`config.mk`:
```
export PLATFORM = sky130hd
export DESIGN_NAME = clk_freq_meter
export DESIGN_NICKNAME = d
export VERILOG_FILES = /design/src/rtl/clk_gen_pkg.sv /design/src/rtl/sync_edge_det.sv /design/src/rtl/clk_freq_meter.sv
export SDC_FILE = /design/constraint.sdc
export NUM_CORES = 1
export LEC_CHECK = 0
export ABC_AREA = 1
export CORE_AREA = 2 2 126 104
export DETAILED_ROUTE_END_ITERATION = 6
export DIE_AREA = 0 0 128 106
export PLACE_DENSITY = 0.47
export SETUP_SLACK_MARGIN = 0.1
export SLEW_MARGIN = 40
export SYNTH_ARGS = -nofsm -noshare
export SYNTH_HDL_FRONTEND = slang
export SYNTH_SLANG_ARGS = --single-unit
```
`constraint.sdc`:
```
create_clock -name clk -period 1.5 [get_ports clk]
set_input_delay 0.225 -clock clk [delete_from_list [all_inputs] [get_ports clk]]
set_output_delay 0.225 -clock clk [all_outputs]
set_load 0.005 [all_outputs]
```
`src/rtl/clk_gen_pkg.sv`:
```
// Shared definitions for the clock generation chain: meter FSM states and
// the default gate length / expected count windows for each divider tap.
package clk_gen_pkg;

  typedef enum logic [1:0] {
    IDLE    = 2'd0,
    SETTLE  = 2'd1,
    MEASURE = 2'd2,
    REPORT  = 2'd3
  } meter_state_e;

  // Default gate window in system clock cycles.
  localparam int GATE_DEFAULT = 1024;

  // Expected edge counts per divider tap over a GATE_DEFAULT window
  // (nominal count +/- 6 edges of tolerance).
  localparam int DIV4_EXP_MIN  = 250;
  localparam int DIV4_EXP_MAX  = 262;
  localparam int DIV8_EXP_MIN  = 122;
  localparam int DIV8_EXP_MAX  = 134;
  localparam int DIV16_EXP_MIN = 58;
  localparam int DIV16_EXP_MAX = 70;

endpackage : clk_gen_pkg

```
`src/rtl/sync_edge_det.sv`:
```
// Multi-flop synchronizer for an asynchronous input followed by a
// previous-sample flop that yields a one-cycle rising-edge pulse.
module sync_edge_det #(
  parameter int SYNC_STAGES = 2
) (
  input  logic clk,
  input  logic reset_n,
  input  logic d_i,
  output logic rise_o
);

  logic [SYNC_STAGES-1:0] sync_q;
  logic                   prev_q;

  // Shift the async input through the synchronizer chain and keep the last
  // synchronized sample for edge detection.
  always_ff @(posedge clk or negedge reset_n) begin
    if (!reset_n) begin
      sync_q <= {SYNC_STAGES{1'b0}};
      prev_q <= 1'b0;
    end else begin
      sync_q <= {sync_q[SYNC_STAGES-2:0], d_i};
      prev_q <= sync_q[SYNC_STAGES-1];
    end
  end

  assign rise_o = sync_q[SYNC_STAGES-1] & ~prev_q;

endmodule : sync_edge_det

```
`src/rtl/clk_freq_meter.sv`:
```
// Clock frequency meter: counts rising edges of a divided clock over a fixed
// gate window of system clock cycles and reports count, range and faults.
module clk_freq_meter
  import clk_gen_pkg::*;
#(
  parameter int GATE_CYCLES = GATE_DEFAULT,
  parameter int CNT_W       = 16,
  parameter int EXP_MIN     = DIV4_EXP_MIN,
  parameter int EXP_MAX     = DIV4_EXP_MAX,
  parameter int SYNC_STAGES = 2
) (
  input  logic             clk,
  input  logic             reset_n,
  input  logic             start,
  input  logic             continuous,
  input  logic             meas_in,
  output logic             busy,
  output logic [CNT_W-1:0] count_out,
  output logic             count_valid,
  output logic             in_range,
  output logic             overflow,
  output logic             stuck
);

  localparam int GW = $clog2(GATE_CYCLES);
  localparam int SW = $clog2(SYNC_STAGES + 1);

  localparam logic [GW-1:0]    GATE_LAST   = GW'(GATE_CYCLES - 1);
  localparam logic [SW-1:0]    SETTLE_LAST = SW'(SYNC_STAGES - 1);
  localparam logic [CNT_W-1:0] CNT_MAX     = {CNT_W{1'b1}};
  localparam logic [CNT_W-1:0] CNT_LO      = CNT_W'(EXP_MIN);
  localparam logic [CNT_W-1:0] CNT_HI      = CNT_W'(EXP_MAX);

  meter_state_e     state_q, state_d;
  logic [GW-1:0]    gate_q, gate_d;
  logic [SW-1:0]    settle_q, settle_d;
  logic [CNT_W-1:0] cnt_q, cnt_d;
  logic             ovf_q, ovf_d;
  logic             busy_q, busy_d;
  logic [CNT_W-1:0] count_out_q, count_out_d;
  logic             valid_q, valid_d;
  logic             in_range_q, in_range_d;
  logic             overflow_q, overflow_d;
  logic             stuck_q, stuck_d;
  logic             rise_s;

  sync_edge_det #(
    .SYNC_STAGES(SYNC_STAGES)
  ) u_sync (
    .clk    (clk),
    .reset_n(reset_n),
    .d_i    (meas_in),
    .rise_o (rise_s)
  );

  // Next-state, gate/edge counting and report capture.
  always_comb begin
    state_d     = state_q;
    gate_d      = gate_q;
    settle_d    = settle_q;
    cnt_d       = cnt_q;
    ovf_d       = ovf_q;
    count_out_d = count_out_q;
    valid_d     = 1'b0;
    in_range_d  = in_range_q;
    overflow_d  = overflow_q;
    stuck_d     = stuck_q;

    case (state_q)
      IDLE: begin
        if (start) begin
          state_d  = SETTLE;
          settle_d = {SW{1'b0}};
        end else begin
          state_d  = IDLE;
        end
      end

      // Flush samples taken before the window; edges here are discarded.
      SETTLE: begin
        cnt_d  = {CNT_W{1'b0}};
        ovf_d  = 1'b0;
        gate_d = {GW{1'b0}};
        if (settle_q == SETTLE_LAST) begin
          state_d = MEASURE;
        end else begin
          settle_d = settle_q + SW'(1);
        end
      end

      // Saturating edge count; a rise on the last gate cycle still counts.
      MEASURE: begin
        if (rise_s) begin
          if (cnt_q == CNT_MAX) begin
            ovf_d = 1'b1;
          end else begin
            cnt_d = cnt_q + CNT_W'(1);
          end
        end else begin
          cnt_d = cnt_q;
        end
        if (gate_q == GATE_LAST) begin
          state_d = REPORT;
        end else begin
          gate_d = gate_q + GW'(1);
        end
      end

      REPORT: begin
        count_out_d = cnt_q;
        overflow_d  = ovf_q;
        stuck_d     = (cnt_q == {CNT_W{1'b0}});
        in_range_d  = ~ovf_q && (cnt_q >= CNT_LO) && (cnt_q <= CNT_HI);
        valid_d     = 1'b1;
        if (continuous) begin
          state_d  = SETTLE;
          settle_d = {SW{1'b0}};
        end else begin
          state_d  = IDLE;
        end
      end

      default: begin
        state_d = IDLE;
      end
    endcase

    busy_d = (state_d != IDLE);
  end

  // State, counters and registered outputs.
  always_ff @(posedge clk or negedge reset_n) begin
    if (!reset_n) begin
      state_q     <= IDLE;
      gate_q      <= {GW{1'b0}};
      settle_q    <= {SW{1'b0}};
      cnt_q       <= {CNT_W{1'b0}};
      ovf_q       <= 1'b0;
      busy_q      <= 1'b0;
      count_out_q <= {CNT_W{1'b0}};
      valid_q     <= 1'b0;
      in_range_q  <= 1'b0;
      overflow_q  <= 1'b0;
      stuck_q     <= 1'b0;
    end else begin
      state_q     <= state_d;
      gate_q      <= gate_d;
      settle_q    <= settle_d;
      cnt_q       <= cnt_d;
      ovf_q       <= ovf_d;
      busy_q      <= busy_d;
      count_out_q <= count_out_d;
      valid_q     <= valid_d;
      in_range_q  <= in_range_d;
      overflow_q  <= overflow_d;
      stuck_q     <= stuck_d;
    end
  end

  assign busy        = busy_q;
  assign count_out   = count_out_q;
  assign count_valid = valid_q;
  assign in_range    = in_range_q;
  assign overflow    = overflow_q;
  assign stuck       = stuck_q;

endmodule : clk_freq_meter

```
* After elaboration in Yosys (flattened, before gate mapping)
Index checks and enable logic that the tools add are counted. W data, S select, Z words.
Storage, ports and cells: register bits after elaboration 55, bits of input ports 5, output and inout port bits 21
Cells by class: add/sub/neg operators 3, order comparisons 2, eq/ne operators 13, multiplexer cells 18, bitwise operators 3, reductions and logical operators 11
Operator list (count):
- $mux W16 | 2
- $pmux W16 S2 | 1
- $pmux W10 S2 | 1
- $add A16 B1 Y16 const B | 1
- $eq A16 B16 Y1 const B | 1
- $ge A16 B8 Y1 const B | 1
- $le A16 B9 Y1 const B | 1
- $logic_not A16 Y1 | 1
- $ne A2 B2 Y1 const B | 7
- $add A10 B1 Y10 const B | 1
- $eq A10 B10 Y1 const B | 1
- $mux W10 | 1
- $mux W2 | 5
- $pmux W2 S4 | 1
- $pmux W2 S3 | 1
- $reduce_and A3 Y1 | 2
- $mux W1 | 5
- $eq A2 B1 Y1 const B | 2
- $eq A2 B2 Y1 const B | 2
- $reduce_and A4 Y1 | 1
- $reduce_bool A2 Y1 | 2
- $reduce_bool A3 Y1 | 1
- $add A2 B1 Y2 const B | 1
- $logic_and A1 B1 Y1 | 2
- 5 further kinds | 6

* Depth between registers and ports, before layout
word-level depth 4, depth in mapped cells 10, mapped depth without buffers 10

* Cells and area by module
Synthesis repeated with hierarchy kept, for this count alone.
Unflattened totals: cells, all modules 383, area total of the unflattened synthesis 3054.2 sq um
By module, submodules not included:
- clk_freq_meter | instances 1, cells an instance 378, area each 2969.1 sq um
- sync_edge_det | instances 1, cells an instance 5, area each 85.1 sq um

* Least setup slack after synthesis
OpenSTA, ideal clock, no wires.
path type register -> register, start point reg state_q[0], end point reg gate_q[2], data arrival time 1421 ps, required time 1381 ps, path slack -40 ps, stages on the path, launching flop included 10, buffers on the path 2, clock period less this slack 1540 ps, path through dfrtp_1 -> inv_1 -> ha_1 -> buf_2 -> nor2_1 -> inv_1 -> nand2_1 -> buf_6 -> a21oi_1 -> nor2_1
On the way: longest elaborated chain between the ends 3, elaborated cells between the ends (all ways) 6, classes of those cells eq/ne (3); mux (1); reduce/logical (2)
Ends and longest elaborated chain:
- start: declaration | line clk_freq_meter.sv:34 | meter_state_e state_q, state_d;
- start signal: assignment | line clk_freq_meter.sv:146 | state_q <= state_d;
- $eq A2 B2 Y1 / $eq A2 B1 Y1 (equally long branches) | line clk_freq_meter.sv:69 | case (state_q)
- $ne A2 B2 Y1 (no source line) / $reduce_bool A2 Y1 (equally long branches)
- $reduce_and A2 Y1 (no source line)
- end signal: assignment | line clk_freq_meter.sv:135 | gate_q <= {GW{1'b0}};
- end signal: assignment | line clk_freq_meter.sv:147 | gate_q <= gate_d;
- end: declaration | line clk_freq_meter.sv:35 | logic [GW-1:0] gate_q, gate_d;
Parallel ways exist; a longest one is shown, timed or not. A chain may end at the register's enable or synchronous reset.

* Worst setup path after layout
start point reg cnt_q[1], end point reg cnt_q[3]
On the way: longest elaborated chain between the ends 4, elaborated cells between the ends (all ways) 7, classes of those cells add/sub (1); eq/ne (2); mux (3); reduce/logical (1)
Ends and longest elaborated chain:
- start: declaration | line clk_freq_meter.sv:37 | logic [CNT_W-1:0] cnt_q, cnt_d;
- start signal: assignment | line clk_freq_meter.sv:137 | cnt_q <= {CNT_W{1'b0}};
- start signal: assignment | line clk_freq_meter.sv:149 | cnt_q <= cnt_d;
- $add A16 B1 Y16 | line clk_freq_meter.sv:97 | cnt_d = cnt_q + CNT_W'(1);
- $mux W16 | line clk_freq_meter.sv:94 | if (cnt_q == CNT_MAX) begin
- $mux W16 | line clk_freq_meter.sv:93 | if (rise_s) begin
- $pmux W16 S2 | line clk_freq_meter.sv:69
Parallel ways exist; a longest one is shown, timed or not. The select of a mux whose other input is x is not followed.

==> results by stage <==
STA:
- Across all setup checks in the final design, the least slack found is -0.0113 ns.
- Counting I/O delays and the setup requirement, the final critical path takes approximately 1.5 ns.
- The final count of hold timing violations was 0.
- The period utilization is 101%.
- Headroom to the max-slew limit came out at 79.9%.
- Setup repair after global routing could not meet its margin everywhere.
- Setup violations remaining at the end of the flow were counted as 2.
- For the final routed database, the setup TNS stands at -0.0184 ns.
- The top achievable clock speed is about 660 MHz.
- The slew at the pin with the worst max-slew slack is approximately 0.30 ns.
- Clock skew on the completed layout was measured at ~0.012 ns.
- The total count of max-transition violations in the final report is 0.

Cells and area:
- The library cells used most frequently in the layout, excluding fill and tap cells, are sky130_fd_sc_hd__nand2_1, sky130_fd_sc_hd__buf_4, sky130_fd_sc_hd__dfrtp_1.
- For this run, the number of standard cells in the final layout without fillers is 634.
- The post-route netlist has 34.7% of its cells at a drive strength greater than 1.
- After routing the design area is 4540 µm².
- The filler cells instantiated in the layout total 1,267.
- The final layout contains 493 nets.
- The number of antenna diodes in the final layout is 0.
- Relative to the synthesized area, the layout overhead comes to 50.7%.
- Leaving out fill and tap cells, the most frequent cell in the layout is sky130_fd_sc_hd__nand2_1.

Drt:
- The detailed router finished its first iteration with 162 violations.
- In this run the remaining antenna-violating nets after routing total 0.
- Wires add up to 8210 µm.
- The first detailed-routing pass ran for 4 iterations.
- The via-per-instance ratio is 4.40.
- In the routed design, unresolved DRC markers number 0.
- After detailed routing, the average wire length per cell comes to 12.9 µm.
- The total number of vias is between 2,000 and 3,000.

Synth:
- The average instance area after synthesis is 7.93 µm².
- The synthesis-stage register bit count is 55.
- The count of flip-flops with a built-in enable after synthesis is 0.
- Of all flip-flops after synthesis, the portion carrying an async set or reset was 100%.
- The sequential share of the synthesized area is 45.7%.
- The number of nets in the synthesized netlist is 396.
- The number of warnings reported in the yosys synthesis log is 0.
- The synthesized cell area is around 3000 µm².
- The commonest register cell after synthesis is sky130_fd_sc_hd__dfrtp_1.
- Synthesis handed over a netlist of 380 instances.
- The unique cell type count in the Yosys netlist is 33.

GRT:
- The first global-routing pass estimated roughly 13,000 µm of wire.
- The overall global routing resource usage is 12.0%.
- Global routing finished with a remaining overflow of 0.
- Entering global routing, the biggest net connects 56 pins.
- The number of antenna violations at the first check in global routing is 0.
- The number of global-route vias before repair is 2,678.

Placed design:
- The placed wire-length estimate after detailed placement is ~5800 µm.
- The number of I/O port buffers is 25.
- After detailed placement, the total cell area comes to 3860 µm².
- Counting tap cells, the placed design contains a total of 604 instances.
- The routability congestion estimate is 0.814.

CTS:
- The clock tree from TritonCTS is yes.
- The clock insertion delay at the later pin of the skew report is approximately 0.30 ns.
- The cell at the root of the clock tree is sky130_fd_sc_hd__clkbuf_16.
- The clock passes through at most 2 buffers.
- Clock tree synthesis inserted a total of 5 buffers.
- The maximum level of the CTS H-tree is 2.
- After clock tree synthesis, the clock-pin slew on the worst setup and hold paths is ~0.08 ns.
- The number of sinks on the clock net is 55.

Floorplanning:
- The y dimension of the die is 106 µm.
- The die covers 13,600 µm².
- The I/O pin count is 26.
- The floorplan row count is 37.
- The initial core utilization is 24.3%.
- The area of the core region is 12,400 µm².
- The die width is about 130 µm.

Power:
- The largest vdd supply drop is 0.938 mV.
- The leakage dissipation is 2.30 nW.
- The power per cell area is 1520 nW/µm².

Setup path:
- The largest delay contributor family on the critical path is simple AND/OR/NAND/NOR gates.
- The slowest stage cell on the critical path is sky130_fd_sc_hd__dfrtp_1.
- The start-to-end type of the worst setup path is flop to flop.
- The largest driver fanout on the critical path is 7.
- STA classifies the critical path endpoint as a flop.
- The critical path launch point type is a flop.
- The critical path goes through ha_4, nand3_4, nor2_4, nand4_1, nand2_2, nand2_4, nand2_1, o21ai_1.
- Data on the critical path is required at its endpoint by 1.68 ns.
- The worst path buffer plus inverter count is 0.
- On the worst path, the slowest cell contributes a delay of 0.42 ns.
- For flop-to-flop paths, the worst setup slack is -0.01 ns.
- STA puts the critical path data arrival time at roughly 1.7 ns.

Status:
- The run finished, with violations left.
- The final reports fail on negative setup slack.

Flow run:
- The number of maximum-capacitance constraint violations is 0.

Min path:
- The type of the most critical hold path is flop to flop.
==> cells in the mapped netlist (2+ instances only) <==
cell type | count | area (µm²)
sky130_fd_sc_hd__nand3_4 | 2 | 35.0
sky130_fd_sc_hd__clkbuf_1 | 2 | 7.51
sky130_fd_sc_hd__inv_1 | 39 | 146
sky130_fd_sc_hd__nand2_2 | 3 | 18.8
sky130_fd_sc_hd__buf_2 | 3 | 15.0
sky130_fd_sc_hd__o21ai_2 | 7 | 61.3
sky130_fd_sc_hd__o22ai_1 | 2 | 12.5
sky130_fd_sc_hd__a21oi_1 | 8 | 40.0
sky130_fd_sc_hd__o21ai_0 | 34 | 170
sky130_fd_sc_hd__nand4_1 | 14 | 87.6
sky130_fd_sc_hd__dfrtp_1 | 55 | 1380
sky130_fd_sc_hd__nor2_1 | 38 | 143
sky130_fd_sc_hd__nand3_1 | 22 | 110
sky130_fd_sc_hd__ha_1 | 11 | 138
sky130_fd_sc_hd__nand2_1 | 113 | 424
sky130_fd_sc_hd__o21a_1 | 2 | 15.0
sky130_fd_sc_hd__nor2_2 | 2 | 12.5
sky130_fd_sc_hd__nor2_4 | 3 | 33.8
sky130_fd_sc_hd__inv_2 | 3 | 11.3
sky130_fd_sc_hd__xor2_1 | 4 | 35.0
==> through the flow <==
stage	total power [mW]	utilization (%)	setup WS, ns	hold WS (ns)
floorplan	3.27	-	0.0514	-0.0706
global placement	4.19	31.1	0.0109	0.253
detailed placement	4.21	31.1	-0.0357	0.252
CTS	6.07	33.9	0.0260	0.356
global route	7.33	36.6	-0.125	0.358
finish	6.88	36.6	-0.0113	0.354
==> state kept, by name, summed over array words and instances (netlist names) <==
| register | count |
|---|---|
| busy | 1 |
| in_range | 1 |
| count_valid | 1 |
| stuck | 1 |
| u_sync.prev_q | 1 |
| settle_q | 2 |
| count_out | 16 |
| cnt_q | 16 |
| gate_q | 10 |
| state_q | 2 |
| overflow | 1 |
| u_sync.sync_q | 2 |
| ovf_q | 1 |
==> cell families (layout without fill, tap and decap cells) <==
kind of cell	Yosys count	after routing	synth area share, %
simple gates	202	202	30.1
compound gates	56	56	10.6
flops	55	55	45.7
buf+inv	52	150	7.89
fa+ha+maj	11	11	4.57
xor+xnor	4	4	1.16
==> area by class of cell <==
type                       count  area (µm²)  area share (%)
multi-input combinational    273        1660            36.5
sequential                    55        1380            30.4
clock inverter                 3        71.3            1.57
inverter                      42         165            3.64
clock buffer                   5         125            2.75
tap                          156         195            4.30
timing repair buffer         100         948            20.9
==> worst reg2reg max path: cells and delay by family (launching register included) <==
family          cells  cell delay (ns)
fa+ha+maj           1             0.17
compound gates      1             0.06
simple gates        6             0.76
flops               1             0.42
==> final timing paths <==
check,start,end,cells after the start
max reg2reg,cnt_q[1],cnt_q[3],8
min in group asynchronous,reset_n,in_range,3
min,u_sync.sync_q[0],u_sync.sync_q[1],0
max,cnt_q[1],cnt_q[3],8
max in group asynchronous,reset_n,cnt_q[0],3
min reg2reg,u_sync.sync_q[0],u_sync.sync_q[1],0
==> per-layer routing <==
metal | GRT usage (%) | vias up | part of all wire [%]
met5 | 0 | - | 0
met4 | 2.67 | 0 | 0.46
met3 | 2.52 | 2 | 3.3
met2 | 17.8 | 35 | 45
met1 | 18.0 | 1331 | 52
li1 | - | 1419 | -
==> power breakdown <==
group,internal [mW],switching [mW],leakage (nW),total [mW]
Clock,0.970,0.577,0.0959,1.55
Sequential,1.64,0.113,0.744,1.76
Combinational,1.73,1.85,1.46,3.58
==> what timing repair did <==
action / CTS / global route
hold endpoints to repair: 55 / 0
cloned: 0 / 2
hold buffers: 1 / 0
endpoints found under the setup margin: 43 / 58
pin swaps: 9 / 25
resized for setup: 31 / 76
buffers inserted: 8 / 12
No activity file was read; power rests on OpenSTA's default activity.
